$ cat config.mk
export PLATFORM = sky130hd
export DESIGN_NAME = map_hub_sw
export DESIGN_NICKNAME = d
export VERILOG_FILES = /design/src/rtl/map_hub_pkg.sv /design/src/rtl/map_id_lookup.sv /design/src/rtl/map_hub_sw.sv
export SDC_FILE = /design/constraint.sdc
export NUM_CORES = 1
export LEC_CHECK = 0
export BUFFER_PORTS_ARGS = -buffer_cell sky130_fd_sc_hd__buf_4
export CAP_MARGIN = 10
export CORE_AREA = 3 3 430 432
export CTS_CLUSTER_SIZE = 16
export DETAILED_ROUTE_END_ITERATION = 12
export DIE_AREA = 0 0 433 435
export SLEW_MARGIN = 20
export SYNTH_ARGS = -nofsm -noshare
export SYNTH_HDL_FRONTEND = slang
export SYNTH_SLANG_ARGS = --single-unit
$ cat constraint.sdc
create_clock -name clk -period 2.65 [get_ports clk]
set_input_delay 0.53 -clock clk [delete_from_list [all_inputs] [get_ports clk]]
set_output_delay 0.53 -clock clk [all_outputs]
set_load 0.02 [all_outputs]
$ cat src/rtl/map_hub_pkg.sv
// Shared types and constants for the mapper hub: FSM states, channel-index width helper, default ID table.
// Pure declarations: no latency and no flow control of its own.
package map_hub_pkg;

  typedef enum logic [1:0] {
    RUN       = 2'd0,
    LOOKUP    = 2'd1,
    WAIT_IDLE = 2'd2,
    BLANK     = 2'd3
  } state_t;

  function automatic int ch_w(input int n);
    return (n < 2) ? 1 : $clog2(n);
  endfunction

  // Current 16-slot mapper set, channel 0 in the low byte; ch14 is the no-mapper slot, ch15 unused.
  localparam logic [16*8-1:0] DEF_IDS = {
    8'd0,   8'd0,   8'd235, 8'd233, 8'd230, 8'd228, 8'd226, 8'd225,
    8'd218, 8'd207, 8'd190, 8'd163, 8'd162, 8'd111, 8'd46,  8'd30
  };

endpackage

$ cat src/rtl/map_id_lookup.sv
// Parallel compare of a mapper index against the ID table with lowest-channel priority.
// Purely combinational, no handshake; a miss falls back to DEF_CH with hit low.
module map_id_lookup
  import map_hub_pkg::*;
#(
  parameter int                     N_CH   = 16,
  parameter int                     ID_W   = 8,
  parameter logic [N_CH*ID_W-1:0]   IDS    = '0,
  parameter int                     DEF_CH = 0
) (
  input  logic [ID_W-1:0]         idx,
  output logic                    hit,
  output logic [ch_w(N_CH)-1:0]   target
);

  localparam int CH_W = ch_w(N_CH);

  // Walk from the top down so the lowest matching channel is the last write.
  always_comb begin
    hit    = 1'b0;
    target = CH_W'(DEF_CH);
    for (int k = N_CH - 1; k >= 0; k--) begin
      if (idx == IDS[k*ID_W +: ID_W]) begin
        hit    = 1'b1;
        target = CH_W'(k);
      end
    end
  end

endmodule

$ cat src/rtl/map_hub_sw.sv
// Mapper output selector switched by req/done; same-channel switch completes 2 cycles after sel_req, otherwise 2+GAP_CYC once bus idle.
// Requests while busy are dropped; switches wait on bus_idle and blank map_out for GAP_CYC cycles.
module map_hub_sw
  import map_hub_pkg::*;
#(
  parameter int                     N_CH    = 16,
  parameter int                     ID_W    = 8,
  parameter int                     OUT_W   = 64,
  parameter logic [N_CH*ID_W-1:0]   IDS     = '0,
  parameter int                     DEF_CH  = 0,
  parameter int                     GAP_CYC = 2
) (
  input  logic                    clk,
  input  logic                    rst_n,
  input  logic [ID_W-1:0]         map_idx,
  input  logic                    sel_req,
  input  logic                    bus_idle,
  input  logic [N_CH*OUT_W-1:0]   ch_in,
  output logic [OUT_W-1:0]        map_out,
  output logic [ch_w(N_CH)-1:0]   cur_ch,
  output logic                    hit,
  output logic                    sel_busy,
  output logic                    sw_done
);

  localparam int         CH_W     = ch_w(N_CH);
  localparam logic [3:0] GAP_INIT = 4'(GAP_CYC - 1);

  if (DEF_CH < 0 || DEF_CH >= N_CH) begin : g_bad_def_ch
    $error("map_hub_sw: DEF_CH outside 0..N_CH-1");
  end
  if (GAP_CYC < 1 || GAP_CYC > 15) begin : g_bad_gap
    $error("map_hub_sw: GAP_CYC outside 1..15");
  end
  if (N_CH < 2 || N_CH > 64) begin : g_bad_nch
    $error("map_hub_sw: N_CH outside 2..64");
  end

  state_t            state;
  logic [ID_W-1:0]   idx_q;
  logic [CH_W-1:0]   target_q;
  logic [3:0]        gap_cnt;
  logic              lk_hit;
  logic [CH_W-1:0]   lk_target;
  logic [OUT_W-1:0]  ch_arr [N_CH];

  for (genvar k = 0; k < N_CH; k++) begin : g_ch
    assign ch_arr[k] = ch_in[k*OUT_W +: OUT_W];
  end

  map_id_lookup #(
    .N_CH   (N_CH),
    .ID_W   (ID_W),
    .IDS    (IDS),
    .DEF_CH (DEF_CH)
  ) u_lookup (
    .idx    (idx_q),
    .hit    (lk_hit),
    .target (lk_target)
  );

  always_ff @(posedge clk or negedge rst_n) begin
    if (!rst_n) begin
      state    <= RUN;
      idx_q    <= '0;
      target_q <= CH_W'(DEF_CH);
      gap_cnt  <= '0;
      cur_ch   <= CH_W'(DEF_CH);
      hit      <= 1'b0;
      sel_busy <= 1'b0;
      sw_done  <= 1'b0;
    end else begin
      sw_done <= 1'b0;
      unique case (state)
        RUN: begin
          if (sel_req) begin
            idx_q    <= map_idx;
            state    <= LOOKUP;
            sel_busy <= 1'b1;
          end
        end
        LOOKUP: begin
          hit      <= lk_hit;
          target_q <= lk_target;
          if (lk_target == cur_ch) begin
            state    <= RUN;
            sel_busy <= 1'b0;
            sw_done  <= 1'b1;
          end else if (bus_idle) begin
            // Idle bus already: skip the wait so blanking starts right away.
            state   <= BLANK;
            gap_cnt <= GAP_INIT;
          end else begin
            state <= WAIT_IDLE;
          end
        end
        WAIT_IDLE: begin
          if (bus_idle) begin
            state   <= BLANK;
            gap_cnt <= GAP_INIT;
          end
        end
        BLANK: begin
          if (gap_cnt == 4'd0) begin
            cur_ch   <= target_q;
            state    <= RUN;
            sel_busy <= 1'b0;
            sw_done  <= 1'b1;
          end else begin
            gap_cnt <= gap_cnt - 4'd1;
          end
        end
        default: state <= RUN;
      endcase
    end
  end

  always_comb begin
    map_out = ch_arr[cur_ch];
    if (!rst_n || state == BLANK) map_out = '0;
  end

endmodule

==> impl_metrics.py, run 1 <==
metrics = {
    "global_route": {
        "grt_pass1_wl_um": 17900,
        "antenna_found_initial": 21,
        "grt-ovfl-total": 0,
        "grt_max_degree": 66,
        "grt_pass1_vias": 1584,
        "grtUsageTotal_pct": 1.48,
    },
    "clock_tree": {
        "hold_buffers": 0,
        "htree_levels": 1,
        "post_cts_buffers": 0,
        "clk_latency_ns": 0.25,
        "clock_path_buffers": 2,
        "clock-sinks": 17,
        "cts-resized-gates": 0,
        "root_buffer": "clkbuf_16",
        "tritoncts": "done",
        "clk_pin_slew_worst_paths_ns": 0.05,
        "numCtsBuffers": 3,
    },
    "final_layout": {
        "finalInstanceArea_um2": 5300,
        "regArea_um2": 425,
        "multi_input_area_um2": 724,
        "drive_gt1_share_pct": 53.2,
        "final_core_util_pct": 2.93,
        "fillCellCount": 21400,
        "area_delta_synth_final_pct": 319,
        "layout.nets": 1318,
    },
    "floorplanning": {
        "num_rows": 156,
        "core-area_um2": 181000,
        "die_h_um": 435,
        "initial_core_util_pct": 0.699,
        "die_area_um2": 188000,
        "ios": 1107,
        "die_x_um": 433,
    },
    "sta": {
        "tightest_slew_ns": 0.503,
        "final_hold_viol_count": 0,
        "finalSetupViolations": 0,
        "skew_ns": 0.00331,
        "finalWorstPathRequiredPeriod_ns": 2.32,
        "max_freq_ghz": 0.431,
        "rsz0062_at_grt": "no",
        "hold_ws_ns": 0.488,
        "relSlewSlack_pct": 66.5,
        "slew_viol_final": 0,
        "post-route-period-util_pct": 87.5,
        "finalSetupTns_ns": 0,
    },
    "logic_synthesis": {
        "synth_edf_count": 0,
        "synthCells": 149,
        "synth-async-reset-ratio_pct": 100,
        "ys_types": 32,
        "synth_common_cells": "and3_1 (64), dfrtp_1 (17), buf_2 (8), mux2_1 (8)",
        "netlist_top_cells_area": "dfrtp_1 (34%), and3_1 (32%), mux2_1 (7.1%)",
        "syn_area_um2": 1260,
        "yosysTopAreaCell": "dfrtp_1",
        "synth_warnings": 0,
        "synth-seq-cells": 17,
        "synth_seq_area_share_pct": 33.6,
        "synth_area_per_cell_um2": 8.49,
        "synthDominantCellAreaShare_pct": 33.6,
        "ys.flop_type": "dfrtp_1",
        "synth_most_common_cell": "and3_1",
    },
    "power": {
        "p_leak_nw": 1.41,
        "p_per_area_nw_per_um2": 223,
        "ir_worst_vdd_mv": 0.216,
    },
    "critical_path": {
        "path_class": "reg -> out",
        "cp_max_fo": 65,
        "cp.arrival_ns": 1.79,
        "crit_path_start_kind": "register",
        "required_ns": 2.12,
        "end_kind": "output pin",
    },
    "detailed_routing": {
        "dr.first_iter.drc_count": 181,
        "drc_errors": 0,
        "drt_wl_total_um": 14500,
        "dr.pass1.iters": 5,
        "vias_per_cell": 0.658,
        "via_count": 1744,
        "ant_nets": 0,
        "drt-wirelength-per-cell_um": 5.48,
    },
    "place": {
        "place_hpwl_um": 13300,
        "port_buffers": 142,
        "place_area_um2": 5220,
        "routabilityCongestion": 0.719,
    },
    "flow_run": {
        "max-cap-violations": 0,
    },
    "outcome": {
        "status": "finished clean",
    },
    "hold_path": {
        "hold_class": "reg -> reg",
    },
}
[layout make-up]
| type | instances | area share [%] |
|---|---|---|
| inverters | 4 | 0.283 |
| flip-flops and latches | 17 | 8.03 |
| diodes | 1 | 0.0472 |
| multi-input cells | 110 | 13.7 |
| repair buffers | 145 | 20.5 |
| clock buffers | 4 | 1.49 |
| well taps | 2370 | 55.9 |
[path summary, 6_finish.rpt]
path | cells after the start | endpoint | start | slack, ns
max | 4 | map_out[51] | state[0]$_DFFE_PN0P_ | 0.33
min | 1 | idx_q[7]$_DFFE_PN0P_ | idx_q[7]$_DFFE_PN0P_ | 0.49
max reg2reg | 5 | state[0]$_DFFE_PN0P_ | gap_cnt[0]$_DFFE_PN0P_ | 1.03
min reg2reg | 1 | idx_q[7]$_DFFE_PN0P_ | idx_q[7]$_DFFE_PN0P_ | 0.49
max in group asynchronous | 2 | idx_q[4]$_DFFE_PN0P_ | rst_n | 1.80
min in group asynchronous | 2 | hit$_DFFE_PN0P_ | rst_n | 0.66
[stage by stage]
step	instances	setup slack (ns)	total power, mW
2_1_floorplan	152	0.884	0.657
3_3_place_gp	2646	0.628	0.881
3_5_place_dp	2646	0.629	0.887
4_1_cts	2650	0.358	1.19
5_1_grt	2650	0.233	1.25
6_report	2651	0.331	1.18
[metal layers]
| layer | global-route usage (%) | share of wire, % |
|---|---|---|
| met1 | 0.858 | 19 |
| met2 | 3.84 | 73 |
| met3 | 0.346 | 6.5 |
| met4 | 0.167 | 2.1 |
| met5 | 0 | 0 |
[sequential cells by signal, indices dropped and copies added (netlist names)]
name and cells:
gap_cnt 4, idx_q 8, sel_busy 1, hit 1
sw_done 1, state 2
[critical path: stages (launching register included)]
cell and delay, ns:
dfrtp_1 0.48, nand2_1 0.10, buf_4 0.43, and3_1 0.33
buf_4 0.18
[cells in the final DEF, fill, tap and decap left out]
master and instances:
buf_4 145, and3_1 64, dfrtp_1 17, mux2_1 8, nand2_1 5, conb_1 4, inv_1 3, o21ai_0 3
clkbuf_16 3, a21oi_1 2, nor2b_1 2, nor2_1 2, nor4_1 2, o31ai_1 2, o21ai_1 2, diode_2 1
or3b_1 1, inv_2 1, and2_1 1, a211oi_1 1, nand3_1 1, nor3b_1 1, a21boi_0 1, nand4b_1 1
a22o_1 1, a2bb2oi_1 1, a22oi_1 1, o31a_1 1, or4b_1 1, o311a_1 1, ha_1 1, clkbuf_1 1
[kinds of logic (layout without fill, tap and decap cells)]
kind of cell / count (synthesis) / count (layout) / synth area share [%]
DFF: 17 / 17 / 33.6
AOI/OAI and AO/OA: 16 / 16 / 8.61
muxes: 8 / 8 / 7.12
and+or+nand+nor: 81 / 81 / 39.4
other: 1 / 5 / 0.296
buffers and inverters: 25 / 153 / 9.99
adders and majority gates: 1 / 1 / 0.989
[report_power, final]
| group | internal [mW] | switching (mW) | leakage, nW |
|---|---|---|---|
| clock network | 0.204 | 0.0967 | 0.0382 |
| logic | 0.242 | 0.234 | 1.17 |
| registers | 0.345 | 0.0591 | 0.203 |
| total | 0.792 | 0.389 | 1.41 |
(Power assumes the default switching activity.)
==> run 2, diff against run 1 <==
--- a/config.mk
+++ b/config.mk
@@ -5,12 +5,13 @@
 export SDC_FILE = /design/constraint.sdc
 export NUM_CORES = 1
 export LEC_CHECK = 0
-export BUFFER_PORTS_ARGS = -buffer_cell sky130_fd_sc_hd__buf_4
+export BUFFER_PORTS_ARGS = -buffer_cell sky130_fd_sc_hd__buf_2
 export CAP_MARGIN = 10
 export CORE_AREA = 3 3 430 432
 export CTS_CLUSTER_SIZE = 16
 export DETAILED_ROUTE_END_ITERATION = 12
 export DIE_AREA = 0 0 433 435
+export REMOVE_ABC_BUFFERS = 1
 export SLEW_MARGIN = 20
 export SYNTH_ARGS = -nofsm -noshare
 export SYNTH_HDL_FRONTEND = slang
==> impl_metrics.py, run 2 (synthesis results as in run 1) <==
metrics = {
    "detailed_routing": {
        "dr.first_iter.drc_count": 176,
        "ant_nets": 0,
        "drt-wirelength-per-cell_um": 9.18,
        "drc_errors": 0,
        "vias_per_cell": 0.714,
        "dr.pass1.iters": 5,
        "via_count": 1921,
        "drt_wl_total_um": 24700,
    },
    "critical_path": {
        "path_cells": "nand2_1, buf_4, and3_1, buf_2",
        "cp.arrival_ns": 1.62,
        "r2r-end": "state[0]$_DFFE_PN0P_",
        "r2r_setup_slack_ns": 1.02,
        "worstRegToRegCells": 5,
        "end_kind": "output pin",
        "path_class": "reg -> out",
        "crit_family": "buffers and inverters",
        "worstReg2RegStart": "gap_cnt[0]$_DFFE_PN0P_",
        "cp_max_fo": 42,
        "cp.depth": 4,
        "required_ns": 2.12,
        "crit_path_start_kind": "register",
        "cp_slowest_cell": "dfrtp_1",
        "slowest_delay_ns": 0.49,
        "cp_num_buf_inv": 2,
    },
    "power": {
        "p_per_area_nw_per_um2": 226,
        "seq_power_share_pct": 35.4,
        "finalPower_mw": 1.14,
        "sw_frac_of_total_pct": 36.3,
        "p_sw_mw": 0.415,
        "p_comb_share_pct": 38.3,
        "ir_worst_vdd_mv": 0.231,
        "power_frac_clock_pct": 26.3,
        "internal-power_mw": 0.728,
        "p_leak_nw": 1.33,
    },
    "clock_tree": {
        "root_buffer": "clkbuf_16",
        "hold_buffers": 0,
        "tritoncts": "done",
        "post_cts_buffers": 0,
        "clock-sinks": 17,
        "htree_levels": 1,
        "cts-resized-gates": 0,
        "clock_path_buffers": 2,
        "numCtsBuffers": 3,
        "clk_pin_slew_worst_paths_ns": 0.05,
        "clk_latency_ns": 0.25,
    },
    "final_layout": {
        "fillCellCount": 21500,
        "final_cell_mix": "buf_2 (142), and3_1 (64), dfrtp_1 (17)",
        "layout.nets": 1319,
        "largestRegisters": "idx_q x8, gap_cnt x4, state x2",
        "final_core_util_pct": 2.80,
        "largest_reg_flops": 8,
        "finalInstanceArea_um2": 5060,
        "regArea_um2": 425,
        "max_flop_register": "idx_q",
        "fin_cells": 2689,
        "final_common_cell": "buf_2",
        "drive_gt1_share_pct": 53.4,
        "multi_input_area_um2": 724,
        "area_delta_synth_final_pct": 300,
    },
    "sta": {
        "rsz0062_at_grt": "no",
        "finalSetupViolations": 0,
        "finalSetupTns_ns": 0,
        "worst_slack_ns": 0.504,
        "final_hold_viol_count": 0,
        "post-route-period-util_pct": 81.0,
        "skew_ns": 0.00203,
        "slew_viol_final": 0,
        "finalWorstPathRequiredPeriod_ns": 2.15,
        "hold_ws_ns": 0.192,
        "max_freq_ghz": 0.466,
    },
    "place": {
        "port_buffers": 142,
        "place_worst_setup_slack_ns": 0.620,
        "place_inst": 2647,
        "place_hpwl_um": 23400,
        "routabilityCongestion": 0.756,
        "place_area_um2": 4880,
    },
    "global_route": {
        "grtUsageTotal_pct": 2.52,
        "grt_pass1_wl_um": 28000,
        "grt_pass1_vias": 1641,
        "antenna_found_initial": 46,
        "grt-ovfl-total": 0,
        "grt_max_degree": 54,
    },
    "floorplanning": {
        "die_area_um2": 188000,
        "die_x_um": 433,
        "initial_core_util_pct": 0.699,
        "core-area_um2": 181000,
        "num_rows": 156,
        "die_h_um": 435,
        "ios": 1107,
    },
    "hold_path": {
        "hold_class": "in -> async",
    },
    "flow_run": {
        "max-cap-violations": 0,
    },
    "outcome": {
        "status": "finished clean",
    },
}
[run 2: cell count changes in the layout (fill, tap and decap cells not counted)]
cell and change:
buf_12 +1, buf_2 +142, buf_4 -142, diode_2 +37
[run 2: layout make-up]
class | count | area share, %
inverters | 4 | 0.297
repair buffers | 146 | 14.9
multi-input cells | 110 | 14.3
flip-flops and latches | 17 | 8.41
clock buffers | 4 | 1.56
well taps | 2370 | 58.6
diodes | 38 | 1.88
[run 2: worst max path at each step]
stage,start,end,slack [ns]
floorplan,state[1]$_DFFE_PN0P_,map_out[0],0.58
global placement,rst_n,map_out[15],0.62
detailed placement,rst_n,map_out[15],0.62
CTS,state[1]$_DFFE_PN0P_,map_out[15],0.53
global route,state[1]$_DFFE_PN0P_,map_out[15],0.41
finish,state[1]$_DFFE_PN0P_,map_out[15],0.50
[run 2: power by group through the flow]
stage	clock, mW	combinational [mW]	sequential, mW
after detailed placement	0	0.440	0.406
after CTS	0.305	0.443	0.402
final	0.301	0.438	0.404
after global placement	0	0.438	0.404
after floorplan	0	0.219	0.411
after global routing	0.313	0.468	0.416
[run 2: metal layers]
| metal | global-route usage [%] | vias up | routed length (µm) |
|---|---|---|---|
| met2 | 6.83 | 97 | 18900 |
| met5 | 0 | - | 55 |
| li1 | - | 837 | - |
| met4 | 0.428 | 8 | 370 |
| met1 | 1.35 | 917 | 4500 |
| met3 | 0.350 | 62 | 883 |
